--- config.mk ---
export PLATFORM = sky130hd
export DESIGN_NAME = fm_access_seq
export DESIGN_NICKNAME = d
export VERILOG_FILES = /design/src/rtl/fm_access_seq_pkg.sv /design/src/rtl/fm_access_seq_strobe_timer.sv /design/src/rtl/fm_access_seq.sv
export SDC_FILE = /design/constraint.sdc
export NUM_CORES = 1
export LEC_CHECK = 0
export ABC_AREA = 1
export BUFFER_PORTS_ARGS = -buffer_cell sky130_fd_sc_hd__buf_2
export CAP_MARGIN = 20
export CELL_PAD_IN_SITES_DETAIL_PLACEMENT = 2
export CELL_PAD_IN_SITES_GLOBAL_PLACEMENT = 2
export CORE_ASPECT_RATIO = 0.8
export CORE_MARGIN = 8
export CORE_UTILIZATION = 25
export DETAILED_ROUTE_END_ITERATION = 7
export GPL_TIMING_DRIVEN = 0
export PLACE_DENSITY = 0.88
export SLEW_MARGIN = 0
export SYNTH_ARGS = -nofsm -noshare
export SYNTH_HDL_FRONTEND = slang
export SYNTH_SLANG_ARGS = --single-unit
--- constraint.sdc ---
create_clock -name clk -period 2.7 [get_ports clk]
set_input_delay 0.135 -clock clk [delete_from_list [all_inputs] [get_ports clk]]
set_output_delay 0.135 -clock clk [all_outputs]
set_load 0.005 [all_outputs]
--- src/rtl/fm_access_seq_pkg.sv ---
// Shared types and helpers for the fast-memory access sequencer.
package fm_pkg;

  typedef enum logic [1:0] {
    IDLE,
    SETUP,
    ACTIVE,
    HOLD
  } fm_state_t;

  localparam int FM_ADDR_W    = 4;
  localparam int FM_PAR_MAX_W = 64;

  // Bit that makes the total ones count (vector plus this bit) odd.
  function automatic logic odd_parity(input logic [FM_PAR_MAX_W-1:0] v);
    return ~(^v);
  endfunction

endpackage

--- src/rtl/fm_access_seq_strobe_timer.sv ---
// Loadable down-counter timing the ACTIVE phase of a RAM access.
// tc is high while the count is zero; the count parks at zero.
module fm_strobe_timer #(
  parameter int CNT_W = 2
) (
  input  logic             clk,
  input  logic             nreset,
  input  logic             load,
  input  logic [CNT_W-1:0] load_val,
  output logic             tc
);

  logic [CNT_W-1:0] cnt_q, cnt_d;

  // Next count: load wins, otherwise decrement until zero.
  always_comb begin
    cnt_d = cnt_q;
    if (load) begin
      cnt_d = load_val;
    end else if (cnt_q != '0) begin
      cnt_d = cnt_q - CNT_W'(1);
    end
  end

  // Count register with synchronous active-low reset.
  always_ff @(posedge clk) begin
    if (!nreset) begin
      cnt_q <= '0;
    end else begin
      cnt_q <= cnt_d;
    end
  end

  assign tc = (cnt_q == '0);

endmodule

--- src/rtl/fm_access_seq.sv ---
// Access sequencer for an mc10145 16x4 RAM bank: SETUP / ACTIVE / HOLD
// bracketing of the active-low enable and write strobes.
// Optional macro FM_ACCESS_SEQ_PARITY_EN adds an odd-parity column at
// bit WIDTH of the RAM word and a read parity-error flag.
module fm_access_seq
  import fm_pkg::*;
#(
  parameter int WIDTH     = 36,
  parameter int WR_PULSE  = 2,
  parameter int RD_CYCLES = 1
) (
  input  logic                 clk,
  input  logic                 nreset,
  input  logic                 req,
  input  logic                 we,
  input  logic [FM_ADDR_W-1:0] addr,
  input  logic [WIDTH-1:0]     wdata,
  output logic                 busy,
  output logic                 done,
  output logic [WIDTH-1:0]     rdata,
  output logic                 par_err,
  output logic [FM_ADDR_W-1:0] ram_a,
  output logic [WIDTH:0]       ram_d,
  output logic                 ram_nen,
  output logic                 ram_nwrite,
  input  logic [WIDTH:0]       ram_q
);

  localparam int MAX_CYC = (WR_PULSE > RD_CYCLES) ? WR_PULSE : RD_CYCLES;
  localparam int CNT_W   = $clog2(MAX_CYC) + 1;
  localparam logic [CNT_W-1:0] WR_LOAD = CNT_W'(WR_PULSE - 1);
  localparam logic [CNT_W-1:0] RD_LOAD = CNT_W'(RD_CYCLES - 1);

  fm_state_t            state_q, state_d;
  logic                 we_q, we_d;
  logic [FM_ADDR_W-1:0] ram_a_q, ram_a_d;
  logic [WIDTH:0]       ram_d_q, ram_d_d;
  logic                 ram_nen_q, ram_nen_d;
  logic                 ram_nwrite_q, ram_nwrite_d;
  logic                 busy_q, busy_d;
  logic                 done_q, done_d;
  logic [WIDTH-1:0]     rdata_q, rdata_d;
  logic                 tmr_load;
  logic [CNT_W-1:0]     tmr_val;
  logic                 tmr_tc;
  logic                 wpar;

`ifdef FM_ACCESS_SEQ_PARITY_EN
  logic par_err_q, par_err_d;
  assign wpar    = odd_parity(FM_PAR_MAX_W'(wdata));
  assign par_err = par_err_q;
`else
  logic unused_par_col;
  assign unused_par_col = ram_q[WIDTH];
  assign wpar           = 1'b0;
  assign par_err        = 1'b0;
`endif

  fm_strobe_timer #(
    .CNT_W(CNT_W)
  ) u_timer (
    .clk     (clk),
    .nreset  (nreset),
    .load    (tmr_load),
    .load_val(tmr_val),
    .tc      (tmr_tc)
  );

  // Next-state and registered-output computation; strobes default inactive
  // so they are only low during ACTIVE, leaving SETUP/HOLD as guard cycles.
  always_comb begin
    state_d      = state_q;
    we_d         = we_q;
    ram_a_d      = ram_a_q;
    ram_d_d      = ram_d_q;
    ram_nen_d    = 1'b1;
    ram_nwrite_d = 1'b1;
    busy_d       = busy_q;
    done_d       = 1'b0;
    rdata_d      = rdata_q;
`ifdef FM_ACCESS_SEQ_PARITY_EN
    par_err_d    = par_err_q;
`endif
    tmr_load     = 1'b0;
    tmr_val      = we_q ? WR_LOAD : RD_LOAD;
    case (state_q)
      IDLE: begin
        if (req) begin
          state_d = SETUP;
          we_d    = we;
          ram_a_d = addr;
          ram_d_d = {wpar, wdata};
          busy_d  = 1'b1;
        end
      end
      SETUP: begin
        state_d      = ACTIVE;
        ram_nen_d    = 1'b0;
        ram_nwrite_d = ~we_q;
        tmr_load     = 1'b1;
      end
      ACTIVE: begin
        if (tmr_tc) begin
          state_d = HOLD;
          done_d  = 1'b1;
          if (!we_q) begin
            rdata_d = ram_q[WIDTH-1:0];
`ifdef FM_ACCESS_SEQ_PARITY_EN
            par_err_d = ~(^ram_q);
`endif
          end
        end else begin
          ram_nen_d    = 1'b0;
          ram_nwrite_d = ~we_q;
        end
      end
      HOLD: begin
        state_d = IDLE;
        busy_d  = 1'b0;
      end
      default: state_d = IDLE;
    endcase
  end

  // FSM state and registered outputs with synchronous active-low reset.
  always_ff @(posedge clk) begin
    if (!nreset) begin
      state_q      <= IDLE;
      we_q         <= 1'b0;
      ram_a_q      <= '0;
      ram_d_q      <= '0;
      ram_nen_q    <= 1'b1;
      ram_nwrite_q <= 1'b1;
      busy_q       <= 1'b0;
      done_q       <= 1'b0;
      rdata_q      <= '0;
`ifdef FM_ACCESS_SEQ_PARITY_EN
      par_err_q    <= 1'b0;
`endif
    end else begin
      state_q      <= state_d;
      we_q         <= we_d;
      ram_a_q      <= ram_a_d;
      ram_d_q      <= ram_d_d;
      ram_nen_q    <= ram_nen_d;
      ram_nwrite_q <= ram_nwrite_d;
      busy_q       <= busy_d;
      done_q       <= done_d;
      rdata_q      <= rdata_d;
`ifdef FM_ACCESS_SEQ_PARITY_EN
      par_err_q    <= par_err_d;
`endif
    end
  end

  assign busy       = busy_q;
  assign done       = done_q;
  assign rdata      = rdata_q;
  assign ram_a      = ram_a_q;
  assign ram_d      = ram_d_q;
  assign ram_nen    = ram_nen_q;
  assign ram_nwrite = ram_nwrite_q;

endmodule

== Word-level counts from Yosys, hierarchy flattened ==
Cells that the tools add are included.
Word-level totals
  output and inout bits: 82
  flip-flop bits (word level): 85
  memories kept: 0
  RAM bits: 0
  memory bits (read-only): 0
  word-level logic and storage cells: 40
  bits of input ports: 81
  latch bits: 0
Cells by class
  order comparisons: 0
  shifts and indexed selects: 0
  equal/unequal tests: 5
  $add $sub $neg: 1
  divide/modulo/power cells: 0
  bitwise operators: 1
  reductions and logical operators: 10
  $mul: 0
  muxes and demuxes: 13
Operator list (count)
  2-to-1 mux 2 bit: 4
  case mux 2 bit (4 select lines): 1
  AND reduction 2 bit: 4
  case mux 1 bit (2 select lines): 3
  nonzero test 2 bit: 3
  2-to-1 mux 1 bit: 5
  equality test 2 bit, second input constant: 2
  logical NOT 2 bit: 2
  != test 2 bit, second input constant: 2
  AND reduction 3 bit: 1
  equality test 2 x 1 -> 1 bit, second input constant: 1
  subtractor 2 x 1 -> 2 bit, second input constant: 1
  inverter 1 bit: 1

== Depth between registers and ports, before layout ==
  depth after elaboration: 3
  depth in mapped cells: 7
  gate-level depth less buffers: 7

== Modules after synthesis ==
From an unflattened synthesis, not the netlist that was laid out.
Unflattened totals
  cell total of the unflattened synthesis: 464
  area, all modules: 3334.4 µm²
By module, submodules not included
  fm_access_seq: cells each 448, times used 1, area each 3224.3 µm², seq. area each 1661.6 µm²
  fm_strobe_timer: cells each 16, times used 1, area each 110.1 µm², seq. area each 40.0 µm²

== Worst setup path before layout ==
Ideal clock, no wire load.
  path kind: reg2reg
  from: register state_q[0]
  to: register ram_d_q[16], in the netlist ram_d[16]
  period minus slack after synthesis: 1.244 ns
  arrival: 1.180 ns
  cell stages (with the launch flop): 7
  required time: 2.636 ns
  setup slack: 1.456 ns
  path buffers: 1
  library setup time: 0.064 ns
  path through: dfxtp_1 > inv_1 > ha_1 > nand2_1 > clkbuf_1 > o21ai_0 > nor2_1
Between the ends
  cells in the longest elaborated chain, start to end: 2
RTL lines
  start: declaration: RTL line fm_access_seq.sv:34  | fm_state_t state_q, state_d;
  start signal: assignment: RTL line fm_access_seq.sv:141  | state_q <= state_d;
  logical NOT 2 bit: RTL line fm_access_seq.sv:86  | case (state_q)
  AND reduction 2 bit (no source line)
  end signal: assignment: RTL line fm_access_seq.sv:144  | ram_d_q <= ram_d_d;
  end: declaration: RTL line fm_access_seq.sv:37  | logic [WIDTH:0] ram_d_q, ram_d_d;
No other way between the ends.
A chain may end at the register's enable or synchronous reset.

== Final worst setup path ==
  from: register state_q[0]
  to: register ram_d_q[4], in the netlist ram_d[4]
The elaborated chain is that of the path after synthesis.

==> out/metrics.yaml <==
synth:
  avgSynthCellArea_um2: 7.18
  synth.ff_latch_count: 85
  synth_area_um2: 3290
  synth_cells: 458
  synth_cell_types: 19
  yosysWarnings: 0
  ys_seq_area_frac: 0.517
placement:
  place_congestion: 0.708
  post-place-cells: 792
  placed_area_um2: 4300
  io_buffers: 158
  place_hpwl_um: 10000
power:
  combPwrFrac: 0.342
  peakVddDrop_mv: 0.376
  power.switching_w: 0.00166
  intPower_w: 0.00310
  leakage_nw: 2.54
  clkPwrFrac: 0.270
  sequentialPowerShare: 0.388
  power_density_nw_per_um2: 1030
  p_sw_frac: 0.348
grt:
  grt_max_degree: 14
  antenna_found_initial: 1
  grt_pass1_wl_um: 19900
  track_usage: 0.148
  overflow: 0
  first_global_vias: 3865
clock_tree:
  cts_sinks: 85
  clkTransAtPathRegs_ps: 60
  insertion_delay_ps: 350
  post_cts_resized: 0
  ctsHtreeMaxLevel: 3
  clockBufferDepth: 2
  root_buffer: "clkbuf_16"
  numCtsBuffers: 9
  tritoncts: "done"
worst_setup_path:
  cp_top_family: "buffers and inverters"
  cpMaxStageDelayCell: "dfxtp_1"
  cp.required_ps: 2980
  endpoint_kind: "flop"
  path_buf_inv: 2
  slowest_delay_ps: 370
  arrival_ps: 1920
  critical_path.startpoint_type: "flop"
  path_cells: "inv_1 > ha_1 > nand2_1 > clkbuf_1 > o21ai_0 > nor2_1"
  criticalPathCategory: "reg -> reg"
  crit_path_max_fanout: 10
timing:
  finalClockSkew_ps: 7.33
  min_period_ps: 1640
  finalHoldViolCount: 0
  hold_ws_ps: 16.3
  timing.fmax_mhz: 608
  period_share: 0.609
  setup_viol: 0
  maxSlewViolCount: 0
  setup_tns_ps: 0
  rsz0062_at_grt: "false"
layout:
  final_common_cell: "buf_2"
  fin_area_um2: 4640
  final_nets: 716
  synthToLayoutAreaGrowth_pct: 41.0
  layout_common_cells: "170 x buf_2, 155 x nor2_1, 85 x dfxtp_1"
  final-instance-count-excl-fill: 811
  drive_gt1_frac: 0.309
  fill_cells: 1622
drt:
  routed_wirelength_um: 12300
  final_antenna_net_count: 0
  route.detailed.drc: 0
  drt_iter0_drc: 108
  vias: 3420
  dr.pass1.iters: 4
  wl_per_cell_um: 15.2
  viasPerCell: 4.22
die:
  die_x_um: 144
  start_util: 0.256
  core_area_um2: 12900
  die_y_um: 119
  ioPinCount: 163
  die-area_um2: 17100
  fp-row-count: 37
run_status:
  status: "finished clean"
worst_hold_path:
  min-delay-path-class: "in -> reg"
run:
  maxCapViolCount: 0
routing by layer:
| metal | share of wire | vias up | global-route usage | routed length, um |
|---|---|---|---|---|
| met1 | 0.40 | 1616 | 0.156 | 4950 |
| met5 | 0 | - | 0 | 0 |
| met2 | 0.53 | 74 | 0.273 | 6540 |
| met4 | 0.023 | 0 | 0.0610 | 278 |
| li1 | - | 1712 | - | - |
| met3 | 0.047 | 18 | 0.0394 | 579 |
tightest hold or removal path, stage by stage:
cell and delay (ps):
buf_2 80, nor2_1 30, nor2_1 80
synthesized netlist by cell type:
| master | number | area [um^2] |
|---|---|---|
| nand3_1 | 3 | 15.0 |
| o21ai_0 | 43 | 215 |
| nand3_4 | 1 | 17.5 |
| a21boi_0 | 1 | 7.51 |
| clkbuf_1 | 7 | 26.3 |
| dfxtp_1 | 85 | 1700 |
| nand2_1 | 83 | 312 |
| ha_1 | 5 | 62.6 |
| buf_6 | 4 | 45.0 |
| buf_4 | 3 | 22.5 |
| inv_1 | 46 | 173 |
| nand4_1 | 1 | 6.26 |
| conb_1 | 1 | 3.75 |
| buf_2 | 12 | 60.1 |
| a21oi_1 | 5 | 25.0 |
| o21ai_1 | 1 | 5.00 |
| nor2_1 | 155 | 582 |
| inv_2 | 1 | 3.75 |
| or2_2 | 1 | 6.26 |
area by class of cell:
| class | count | area [um^2] | area share |
|---|---|---|---|
| diodes | 1 | 2.50 | 0.000540 |
| plain buffers | 26 | 154 | 0.0332 |
| clock buffers | 12 | 267 | 0.0575 |
| clock inverters | 4 | 45.0 | 0.00971 |
| inverters | 47 | 176 | 0.0380 |
| multi-input cells | 301 | 1260 | 0.272 |
| flip-flops and latches | 85 | 1700 | 0.367 |
| well taps | 175 | 219 | 0.0472 |
| repair buffers | 160 | 811 | 0.175 |
kinds of logic (layout without fill, tap and decap cells):
kind of cell / count (synthesis) / in the layout / share of synthesized area
compound gates: 50 / 50 / 0.0768
fa+ha+maj: 5 / 5 / 0.0190
buf+inv: 73 / 249 / 0.100
flops: 85 / 85 / 0.517
other cells: 1 / 3 / 0.00114
simple gates: 244 / 244 / 0.285
flip-flops by register name (all words and copies together) (netlist names):
signal         flops
ram_a              4
state_q            2
u_timer.cnt_q      2
busy               1
done               1
ram_nwrite         1
ram_nen            1
we_q               1
rdata             36
ram_d             36
power groups by stage:
stage                     logic, W  clock network [W]  registers, W
after floorplan           0.000858                  0       0.00190
after global placement     0.00155                  0       0.00185
after detailed placement   0.00168                  0       0.00188
after CTS                  0.00169            0.00134       0.00186
after global routing       0.00188            0.00139       0.00190
final                      0.00163            0.00128       0.00185
path summary, 6_finish.rpt:
path	startpoint	endpoint	slack (ps)	cells past startpoint
max	state_q[0]	ram_d[4]	1060	6
min	ram_q[27]	rdata[27]	20	3
max reg2reg	state_q[0]	ram_d[4]	1060	6
min reg2reg	ram_d[8]	ram_d[8]	480	2
metrics by stage:
step	power [W]	setup WS (ps)	util
2_1_floorplan	0.00275	1460	-
3_3_place_gp	0.00340	1140	0.334
3_5_place_dp	0.00356	1070	0.334
4_1_cts	0.00488	1040	0.360
5_1_grt	0.00516	791	0.360
6_report	0.00476	1060	0.360
timing repair:
item,in CTS,in global routing
hold buffers,2,0
setup buffers,0,0
endpoints found under the hold margin,2,0
Power figures use the tool's default switching activity.
